### src/rtl/irq_pkg.sv
// Shared constants and the state encoding for the machine external interrupt controller.
// Contents: cause base for external lines, mie bit offset of line 0, FSM state enum.
// Imported by irq_controller; sits beside csr_pkg in the CSR/trap slice.
package irq_pkg;

    // mcause for external line k is IRQ_CAUSE_BASE + k (interrupt bit set).
    localparam logic [31:0] IRQ_CAUSE_BASE = 32'h8000_0010;

    // Line k is enabled by mie bit IRQ_MIE_OFFSET + k.
    localparam int IRQ_MIE_OFFSET = 16;

    typedef enum logic [1:0] {
        IDLE   = 2'd0,
        BUSY   = 2'd1,
        RETURN = 2'd2
    } irq_state_t;

endpackage

### src/rtl/irq_priority_enc.sv
// Combinational find-first-set: lowest set index of req_i wins.
// Ports: req_i [N-1:0] in; vld_o (any bit set), idx_o [3:0] (index of lowest set bit, 0 if none).
// Zero latency, no state, no backpressure.
module irq_priority_enc #(
    parameter int N = 16
) (
    input  logic [N-1:0] req_i,
    output logic         vld_o,
    output logic [3:0]   idx_o
);

    // Scan from the top down so the lowest set index is the last write.
    always_comb begin
        vld_o = 1'b0;
        idx_o = 4'd0;
        for (int i = N - 1; i >= 0; i--) begin
            if (req_i[i]) begin
                vld_o = 1'b1;
                idx_o = 4'(i);
            end
        end
    end

endmodule

### src/rtl/irq_controller.sv
// Machine external interrupt controller: masks level requests with mie, issues one
//   interrupt by fixed priority, blocks further issue until the matching mret, then acks.
// Ports: clk_i, rst_i (sync, active-high); irq_req_i/mie_i/exception_i/mret_i in;
//   irq_o (issue pulse), irq_cause_o (mcause), irq_ret_o (one-hot ack), busy_o out.
module irq_controller
    import irq_pkg::*;
#(
    parameter int N_IRQ   = 16,
    parameter int DEPTH_W = 2
) (
    input  logic             clk_i,
    input  logic             rst_i,
    input  logic [N_IRQ-1:0] irq_req_i,
    input  logic [31:0]      mie_i,
    input  logic             exception_i,
    input  logic             mret_i,
    output logic             irq_o,
    output logic [31:0]      irq_cause_o,
    output logic [N_IRQ-1:0] irq_ret_o,
    output logic             busy_o
);

    localparam logic [DEPTH_W-1:0] DEPTH_MAX = '1;

    irq_state_t         state_q, state_d;
    logic [3:0]         idx_q, idx_d;
    logic [31:0]        cause_q, cause_d;
    logic [DEPTH_W-1:0] depth_q, depth_d;

    logic [N_IRQ-1:0]   masked;
    logic               sel_vld;
    logic [3:0]         sel_idx;

    // mie bits outside the implemented line range carry no meaning here.
    logic               unused_mie;
    assign unused_mie = ^mie_i;

    assign masked = irq_req_i & mie_i[IRQ_MIE_OFFSET +: N_IRQ];

    irq_priority_enc #(
        .N (N_IRQ)
    ) u_prio (
        .req_i (masked),
        .vld_o (sel_vld),
        .idx_o (sel_idx)
    );

    always_comb begin
        state_d   = state_q;
        idx_d     = idx_q;
        cause_d   = cause_q;
        depth_d   = depth_q;
        irq_o     = 1'b0;
        irq_ret_o = '0;

        case (state_q)
            IDLE: begin
                cause_d = '0;
                // A synchronous exception in the same cycle takes the trap instead;
                // the level request is simply seen again next cycle.
                if (sel_vld && !exception_i) begin
                    irq_o   = 1'b1;
                    idx_d   = sel_idx;
                    cause_d = IRQ_CAUSE_BASE + 32'(sel_idx);
                    state_d = BUSY;
                end
            end

            BUSY: begin
                // depth tracks exceptions nested inside the handler so that only the
                // handler's own mret releases the line. exception+mret together cancel.
                if (exception_i && !mret_i) begin
                    if (depth_q != DEPTH_MAX) begin
                        depth_d = depth_q + 1'b1;
                    end
                end else if (mret_i && !exception_i) begin
                    if (depth_q != '0) begin
                        depth_d = depth_q - 1'b1;
                    end else begin
                        state_d = RETURN;
                    end
                end
            end

            RETURN: begin
                for (int k = 0; k < N_IRQ; k++) begin
                    irq_ret_o[k] = (idx_q == 4'(k));
                end
                depth_d = '0;
                state_d = IDLE;
            end

            default: begin
                state_d = IDLE;
            end
        endcase
    end

    // The cause must be valid in the issue cycle for the trap path, so IDLE shows
    // the value being latched; afterwards the latched copy is held.
    assign irq_cause_o = (state_q == IDLE) ? cause_d : cause_q;
    assign busy_o      = (state_q != IDLE);

    always_ff @(posedge clk_i) begin
        if (rst_i) begin
            state_q <= IDLE;
            idx_q   <= 4'd0;
            cause_q <= 32'h0;
            depth_q <= '0;
        end else begin
            state_q <= state_d;
            idx_q   <= idx_d;
            cause_q <= cause_d;
            depth_q <= depth_d;
        end
    end

endmodule

### config.mk
export PLATFORM = sky130hd
export DESIGN_NAME = irq_controller
export DESIGN_NICKNAME = d
export VERILOG_FILES = /design/src/rtl/irq_pkg.sv /design/src/rtl/irq_priority_enc.sv /design/src/rtl/irq_controller.sv
export SDC_FILE = /design/constraint.sdc
export NUM_CORES = 1
export LEC_CHECK = 0
export BUFFER_PORTS_ARGS = -buffer_cell sky130_fd_sc_hd__buf_4
export CORE_ASPECT_RATIO = 2
export CORE_MARGIN = 8
export CORE_UTILIZATION = 28
export CTS_BUF_LIST = sky130_fd_sc_hd__clkbuf_16
export DETAILED_ROUTE_END_ITERATION = 10
export RECOVER_POWER = 25
export REMOVE_ABC_BUFFERS = 1
export SLEW_MARGIN = 40
export SYNTH_ARGS = -nofsm -noshare
export SYNTH_HDL_FRONTEND = slang
export SYNTH_HIERARCHICAL = 1
export SYNTH_SLANG_ARGS = --single-unit
### constraint.sdc
create_clock -name clk_i -period 2.2 [get_ports clk_i]
set_clock_uncertainty 0.05 [all_clocks]
set_input_delay 0.22 -clock clk_i [delete_from_list [all_inputs] [get_ports clk_i]]
set_output_delay 0.22 -clock clk_i [all_outputs]
set_load 0.005 [all_outputs]
# == After elaboration in Yosys (flattened, before gate mapping) ==
# Cells that the tools add are included.
# totals
register_bits,40
input_bits,52
wordCells,94
# classes
addsub,3
eq_ne,25
muxes,48
bitwise,1
reduce_logical,13
# ops
operator,count
32-bit two-way mux,3
4-bit two-way mux,16
32-bit by 4-bit adder with 32-bit output (first input constant),1
4-bit equality test (second input constant),8
1-bit two-way mux,18
16-bit AND,1
4-bit by 3-bit equality test with 1-bit output (second input constant),4
16-bit two-way mux,1
2-bit two-way mux,8
2-bit inequality test (second input constant),5
3-bit inequality test (second input constant),3
4-bit by 2-bit equality test with 1-bit output (second input constant),2
2-bit case mux with 2 select lines,2
4-bit AND reduction,2
2-bit nonzero test,3
4-bit by 1-bit equality test with 1-bit output (second input constant),1
4-bit logical NOT,1
1-bit logical AND,3
2-bit by 1-bit adder with 2-bit output (second input constant),1
2-bit by 1-bit equality test with 1-bit output (second input constant),1
2-bit equality test (second input constant),1
1-bit logical NOT,2
2-bit logical NOT,1
2-bit AND reduction,1
2-bit by 1-bit subtractor with 2-bit output (second input constant),1

# == Depth between registers and ports, before layout ==
# Gate-level depths: netlist (run 1).
# depth
word_depth,21
mapped_depth,8
mapped_depth_nobuf,7

# == Hierarchy ==
# The synthesis (run 1) kept the hierarchy.
# by_module_without_submodules
mod,instances,cells_each,area_each_um2,seq_area_each_um2
irq_controller,1,187,1776.7,800.8
irq_priority_enc,1,33,178.9,0.0

# == Worst setup path before layout (run 1) ==
# No wires, ideal clock.
# synth_path
kind,input to register
from,input irq_req_i[10]
to,register cause_q[0]
setup_ns,0.128
t_arrival_ns,1.590
t_required_ns,2.022
setup_slack_ns,0.432
cell_stages,8
path_buffers,1
cell_sequence,and2_1 nor4_2 and3_1 nand4_1 nor4b_4 buf_6 a22o_2 nor2b_1
# synth_between
elab_chain_cells,15
elab_cells_between_ends,27
# synth_lines
element,line_no,source
"start, declared",irq_controller.sv:13,"input logic [N_IRQ-1:0] irq_req_i,"
16-bit AND,irq_controller.sv:38,assign masked = irq_req_i & mie_i[IRQ_MIE_OFFSET +: N_IRQ];
1-bit two-way mux (11 in a row),irq_priority_enc.sv:17,if (req_i[i]) begin
via sel_vld,irq_controller.sv:31,logic sel_vld;
1-bit logical AND,irq_controller.sv:61,if (sel_vld && !exception_i) begin
32-bit two-way mux,irq_controller.sv:61,
32-bit two-way mux,irq_controller.sv:56,case (state_q)
"end signal, assigned",irq_controller.sv:113,cause_q <= cause_d;
"end, declared",irq_controller.sv:27,"logic [31:0] cause_q, cause_d;"
# The timed path passes the listed nets, and every way through them passes these cells.
# A chain may end at the register's enable or synchronous reset.

# == Final worst setup path (run 1) ==
# layout_path
from,input irq_req_i[9]
to,output irq_cause_o[0]
# layout_between
elab_chain_cells,15
elab_cells_between_ends,26
# layout_lines
element,line_no,source
16-bit AND,irq_controller.sv:38,
via masked[9],irq_controller.sv:30,logic [N_IRQ-1:0] masked;
1-bit two-way mux (10 in a row),irq_priority_enc.sv:17,
via sel_vld,irq_controller.sv:31,
1-bit logical AND,irq_controller.sv:61,
32-bit two-way mux,irq_controller.sv:61,
32-bit two-way mux,irq_controller.sv:56,
32-bit two-way mux,irq_controller.sv:101,assign irq_cause_o = (state_q == IDLE) ? cause_d : cause_q;
"end, declared",irq_controller.sv:18,"output logic [31:0] irq_cause_o,"
# The timed path passes the listed nets, and every way through them passes these cells.

==> impl_metrics.tcl, run 1 <==
set metrics [dict create \
    status "complete, no violations" \
    synthTopCellsByCount "and2_1 (68), dfxtp_1 (40), nor2_1 (24), nand2_1 (8), inv_1 (7)" \
    cts_buffers 5 \
    synth_simple_gate_area_share_pct 42.5 \
    maxSlewViolCount 0 \
    pwr-share-comb_pct 12.4 \
    fmax_mhz 476 \
    ys_types 42 \
    fp.dieH_um 134 \
    timing.slew.headroom_pct 70.3 \
    holdPathStages 2 \
    power.density_nw_per_um2 627 \
    clkLatencyLatePin_ns 0.28 \
    yosys_warnings 6 \
    layout.nets 362 \
    crit_path_start_kind "input port" \
    holdPathEnd "cause_q[4]" \
    fp.dieW_um 75.1 \
    fin_crit_sh_pct 95.4 \
    ios 102 \
    synth_xor_xnor_area_share_pct 0 \
    globalplace.congestion 0.782 \
    start_util_pct 28.6 \
    rsz0062_at_grt "false" \
    ys_top_cells_by_area "dfxtp_1 (41%), and2_1 (22%), nor2_1 (4.6%), buf_6 (2.3%), mux2i_1 (2.0%)" \
    io_buffer_count 85 \
    cts_max_path_buffers 2 \
    drive_gt1_share_pct 32.8 \
    hp-class "input port to flop" \
    synthAdderAreaFrac_pct 1.92 \
    totalWireLength_mm 4.89 \
    synth_top_cell_by_area "dfxtp_1" \
    yosysMostFrequentCell "and2_1" \
    ant_nets 0 \
    num_antenna_cells 0 \
    p_int_mw 1.38 \
    synthCells 220 \
    r2r_end "cause_q[20]" \
    die_area_um2 10100 \
    final_area_um2 2810 \
    grt_pass1_vias 1778 \
    tns_ns 0 \
    ff2ff_path_depth 3 \
    p_sw_share_pct 21.7 \
    syn_to_final_growth_pct 43.8 \
    seq_area_frac_synth_pct 40.9 \
    synthArstFlopShare_pct 0 \
    vias_per_cell 4.41 \
    ir_drop_mv 0.509 \
    p_seq_share_pct 42.5 \
    hold_viol_final 0 \
    synth_top_family_by_area "simple AND/OR/NAND/NOR gates" \
    synthDominantCellAreaShare_pct 40.9 \
    place_area_um2 2660 \
    synth.area.mux_share_pct 2.05 \
    antenna_found_initial 0 \
    hpwl_mm 3.92 \
    holdCritStartpoint "rst_i" \
    min_period_ns 2.10 \
    synth_edf_count 0 \
    syn_area_um2 1960 \
    cts_tree "built" \
    cp.arrival_ns 1.83 \
    clockPowerShare_pct 45.1 \
    synth_compound_area_share_pct 7.81 \
    max_slew.worst_pin.slew_ns 0.439 \
    hold_buffers 0 \
    fill_cells 696 \
    p_switching_mw 0.382 \
    drtPass1Iterations 4 \
    grt-ovfl-total 0 \
    numClockSinks 40 \
    grt_max_degree 27 \
    leakage_nw 1.29 \
    path_class "input port to output pin" \
    ys_ff_latch 40 \
    setup_viol 0 \
    rrSetupSlack_ns 0.51 \
    via_count 1755 \
    drt_iter0_drc 70 \
    r2r_start "state_q[1]" \
    grt_use_total_pct 10.0 \
    grt_pass1_wl_mm 8.14 \
    coreArea_um2 6830 \
    ys.flop_type "dfxtp_1" \
    htree_levels 2 \
    critPathRequiredTime_ns 1.93 \
    wire_per_inst_um 12.3 \
    clkTransAtPathRegs_ns 0.06 \
    cts_root_buffer "clkbuf_16" \
    crit_path_end_kind "output pin" \
    cp_max_fo 12 \
    cts_resized 0 \
    drc 0 \
    avgSynthCellArea_um2 8.89 \
    cap_violations 0 \
    cts_setup_buffers 0 \
    placementRows 43 \
]
==> cell families (layout without fill, tap and decap cells) <==
logic type,Yosys count,after routing
and+or+nand+nor,137,137
DFF,40,40
AOI/OAI and AO/OA,21,21
buffers and inverters,15,103
muxes,4,4
adders and majority gates,3,3
==> area by class of cell <==
type                            instances  area [µm²]  share of cell area [%]
Clock buffer                            5         125                    4.45
Inverter                                7        26.3                   0.934
Sequential cell                        40         801                    28.5
Clock inverter                          3        38.8                    1.38
Multi-Input combinational cell        165        1050                    37.4
Timing Repair Buffer                   88         657                    23.4
Tap cell                               90         113                    4.00
==> registers in the layout (all words and copies together), names as in the netlist <==
register	cells
cause_q	32
idx_q	4
depth_q	2
state_q	2
==> stage by stage <==
stage / util [%] / hold slack [ns] / setup WS [ns] / total power, mW / std cells
after floorplan: - / 0.242 / 0.431 / 0.878 / 212
after global placement: 39.0 / 0.383 / 0.102 / 0.982 / 390
after detailed placement: 39.0 / 0.387 / 0.0906 / 0.989 / 390
after CTS: 41.4 / 0.181 / 0.0911 / 1.79 / 398
after global routing: 41.2 / 0.197 / 0.0275 / 1.84 / 398
final: 41.2 / 0.184 / 0.100 / 1.76 / 398
==> per-layer routing <==
metal,up-vias,global-route usage [%],part of all wire (%)
met4,0,3.85,1.3
met2,59,15.9,46
li1,898,-,-
met5,-,0,0
met3,6,3.74,11
met1,792,11.6,42
==> cells in the final DEF (no fill, tap or decap), types with 2 or more instances in the layout <==
cell type,instances
a21o_1,2
a21oi_1,5
a22o_1,3
a31oi_1,3
and2_1,67
and2b_1,2
buf_4,82
clkbuf_16,5
clkbuf_4,5
dfxtp_1,40
ha_1,3
inv_1,8
mux2i_1,4
nand2_1,8
nand2b_1,4
nand3_1,3
nand3b_1,2
nor2_1,24
nor2b_1,6
nor3_1,6
nor3b_1,2
nor4_2,2
nor4b_1,2
o21ai_0,2
==> worst max-delay path by stage <==
stage / start / cells after the start / to / slack (ns)
6_report: irq_req_i[9] / 9 / irq_cause_o[0] / 0.10
5_1_grt: irq_req_i[10] / 9 / irq_cause_o[3] / 0.03
4_1_cts: irq_req_i[10] / 9 / irq_cause_o[0] / 0.09
3_5_place_dp: irq_req_i[10] / 9 / irq_cause_o[0] / 0.09
3_3_place_gp: irq_req_i[10] / 9 / irq_cause_o[0] / 0.10
2_1_floorplan: irq_req_i[10] / 6 / irq_cause_o[0] / 0.43
==> power groups by stage <==
stage,combinational (mW),sequential [mW],clock (mW)
final,0.218,0.750,0.796
after global routing,0.245,0.752,0.843
after CTS,0.224,0.750,0.818
after detailed placement,0.223,0.766,0
after global placement,0.217,0.765,0
after floorplan,0.115,0.763,0
==> critical path, cell delays in order <==
cell     delay (ns)
buf_4          0.10
and2_1         0.18
nor4_2         0.29
and3_1         0.22
nand4_1        0.11
nor4b_4        0.15
buf_4          0.20
a22o_2         0.23
buf_4          0.14
Note: power is estimated with default switching activity, not from simulation.
==> run 2: changes to the inputs <==
--- a/config.mk
+++ b/config.mk
@@ -9,7 +9,7 @@
 export CORE_ASPECT_RATIO = 2
 export CORE_MARGIN = 8
 export CORE_UTILIZATION = 28
-export CTS_BUF_LIST = sky130_fd_sc_hd__clkbuf_16
+export CTS_BUF_LIST = sky130_fd_sc_hd__clkbuf_8
 export DETAILED_ROUTE_END_ITERATION = 10
 export RECOVER_POWER = 25
 export REMOVE_ABC_BUFFERS = 1
==> impl_metrics.tcl, run 2 (synthesis results as in run 1) <==
set metrics [dict create \
    setup_viol 0 \
    antenna_found_initial 0 \
    leakage_nw 1.25 \
    top_register "cause_q" \
    met2_usage_pct 16.0 \
    fill_cells 703 \
    numClockSinks 40 \
    max_slew.worst_pin.slew_ns 0.440 \
    syn_to_final_growth_pct 40.2 \
    coreArea_um2 6830 \
    r2r_start "state_q[1]" \
    busiest_layer "met2" \
    ant_nets 0 \
    hold_buffers 0 \
    use_met3_pct 3.74 \
    fp.dieH_um 134 \
    instances_no_fill 398 \
    hold_viol_final 0 \
    top_regs "cause_q (32), idx_q (4)" \
    power.density_nw_per_um2 561 \
    cpMaxStageDelayCell "nor4_2" \
    cts_buffers 5 \
    critPathRequiredTime_ns 1.93 \
    holdPathEnd "cause_q[4]" \
    clkLatencyLatePin_ns 0.28 \
    hpwl_mm 3.92 \
    dp_cells 390 \
    ir_drop_mv 0.381 \
    largest_reg_flops 32 \
    drive_gt1_share_pct 32.5 \
    cts_tree "built" \
    fin_crit_sh_pct 96.0 \
    min_period_ns 2.11 \
    rsz0062_at_grt "false" \
    grtUsageMet1_pct 11.5 \
    drt_iter0_drc 75 \
    layout_common_cells "buf_4 (82), and2_1 (67), dfxtp_1 (40)" \
    r2r_end "cause_q[20]" \
    rrSetupSlack_ns 0.57 \
    timing.slew.headroom_pct 70.2 \
    holdPathStages 2 \
    start_util_pct 28.6 \
    globalplace.congestion 0.782 \
    placementRows 43 \
    path_class "input port to output pin" \
    maxSlewViolCount 0 \
    totalWireLength_mm 4.91 \
    num_antenna_cells 0 \
    drc 0 \
    grt_pass1_wl_mm 8.13 \
    tns_ns 0 \
    crit_path_end_kind "output pin" \
    grt-ovfl-total 0 \
    critPathBufInv 3 \
    critPathMaxStageDelay_ns 0.29 \
    clkTransAtPathRegs_ns 0.07 \
    holdCritStartpoint "rst_i" \
    layout.nets 362 \
    grt_max_degree 27 \
    status "complete, no violations" \
    grt_use_total_pct 9.97 \
    wire_per_inst_um 12.3 \
    crit_top_cell "buf_4" \
    via_count 1746 \
    fmax_mhz 473 \
    cts_setup_buffers 0 \
    cts_root_buffer "clkbuf_8" \
    ios 102 \
    power_mw 1.54 \
    io_buffer_count 85 \
    fp.dieW_um 75.1 \
    cts_max_path_buffers 2 \
    grt_pass1_vias 1786 \
    cap_violations 0 \
    path_cells "buf_4 -> and2_1 -> nor4_2 -> and3_1 -> nand4_1 -> nor4b_1 -> buf_4 -> a22o_2 -> buf_4" \
    die_area_um2 10100 \
    hp-class "input port to flop" \
    ff2ff_path_depth 3 \
    drtPass1Iterations 4 \
    final_common_cell "buf_4" \
    vias_per_cell 4.39 \
    cts_resized 0 \
    crit_family "simple AND/OR/NAND/NOR gates" \
    htree_levels 2 \
    crit_path_start_kind "input port" \
    cp.arrival_ns 1.84 \
    cp_max_fo 12 \
]
[run 2: cell count changes in the layout (fill, tap and decap cells not counted)]
cell and delta:
clkbuf_16 -5, clkbuf_8 +5, nor4b_1 +1, nor4b_4 -1
[run 2: where the power goes]
group	leakage (nW)	internal (mW)	switching (mW)	total (mW)
Combinational	0.872	0.114	0.102	0.216
Sequential	0.324	0.737	0.0110	0.748
Clock	0.0593	0.332	0.244	0.576
[run 2: layer usage]
layer	share of wire, %	wire length [µm]	vias to the layer above
li1	-	-	897
met4	1.2	60	0
met2	46	2280	61
met1	41	2010	781
met5	0	0	-
met3	11	554	7
[run 2: layout make-up]
type / instances / area [µm²] / share of cell area [%]
well taps: 90 / 113 / 4.11
flip-flops and latches: 40 / 801 / 29.2
repair buffers: 88 / 657 / 24.0
clock inverters: 3 / 38.8 / 1.41
clock buffers: 5 / 68.8 / 2.51
multi-input cells: 165 / 1040 / 37.8
inverters: 7 / 26.3 / 0.958
[run 2: metrics by stage]
stage	worst slack, ns	hold slack [ns]	instance area (µm²)	utilization (%)
after global placement	0.102	0.383	2660	39.0
after floorplan	0.431	0.242	1890	-
after detailed placement	0.0906	0.387	2660	39.0
after global routing	0.00932	0.179	2740	40.1
after CTS	0.0911	0.165	2770	40.5
final	0.0875	0.171	2740	40.1
[run 2: worst max path at each step]
stage                             start              to  slack, ns  cells past startpoint
after floorplan           irq_req_i[10]  irq_cause_o[0]       0.43                      6
after global placement    irq_req_i[10]  irq_cause_o[0]       0.10                      9
after detailed placement  irq_req_i[10]  irq_cause_o[0]       0.09                      9
after CTS                 irq_req_i[10]  irq_cause_o[0]       0.09                      9
after global routing      irq_req_i[10]  irq_cause_o[3]      0.009                      9
final                      irq_req_i[9]  irq_cause_o[0]       0.09                      9
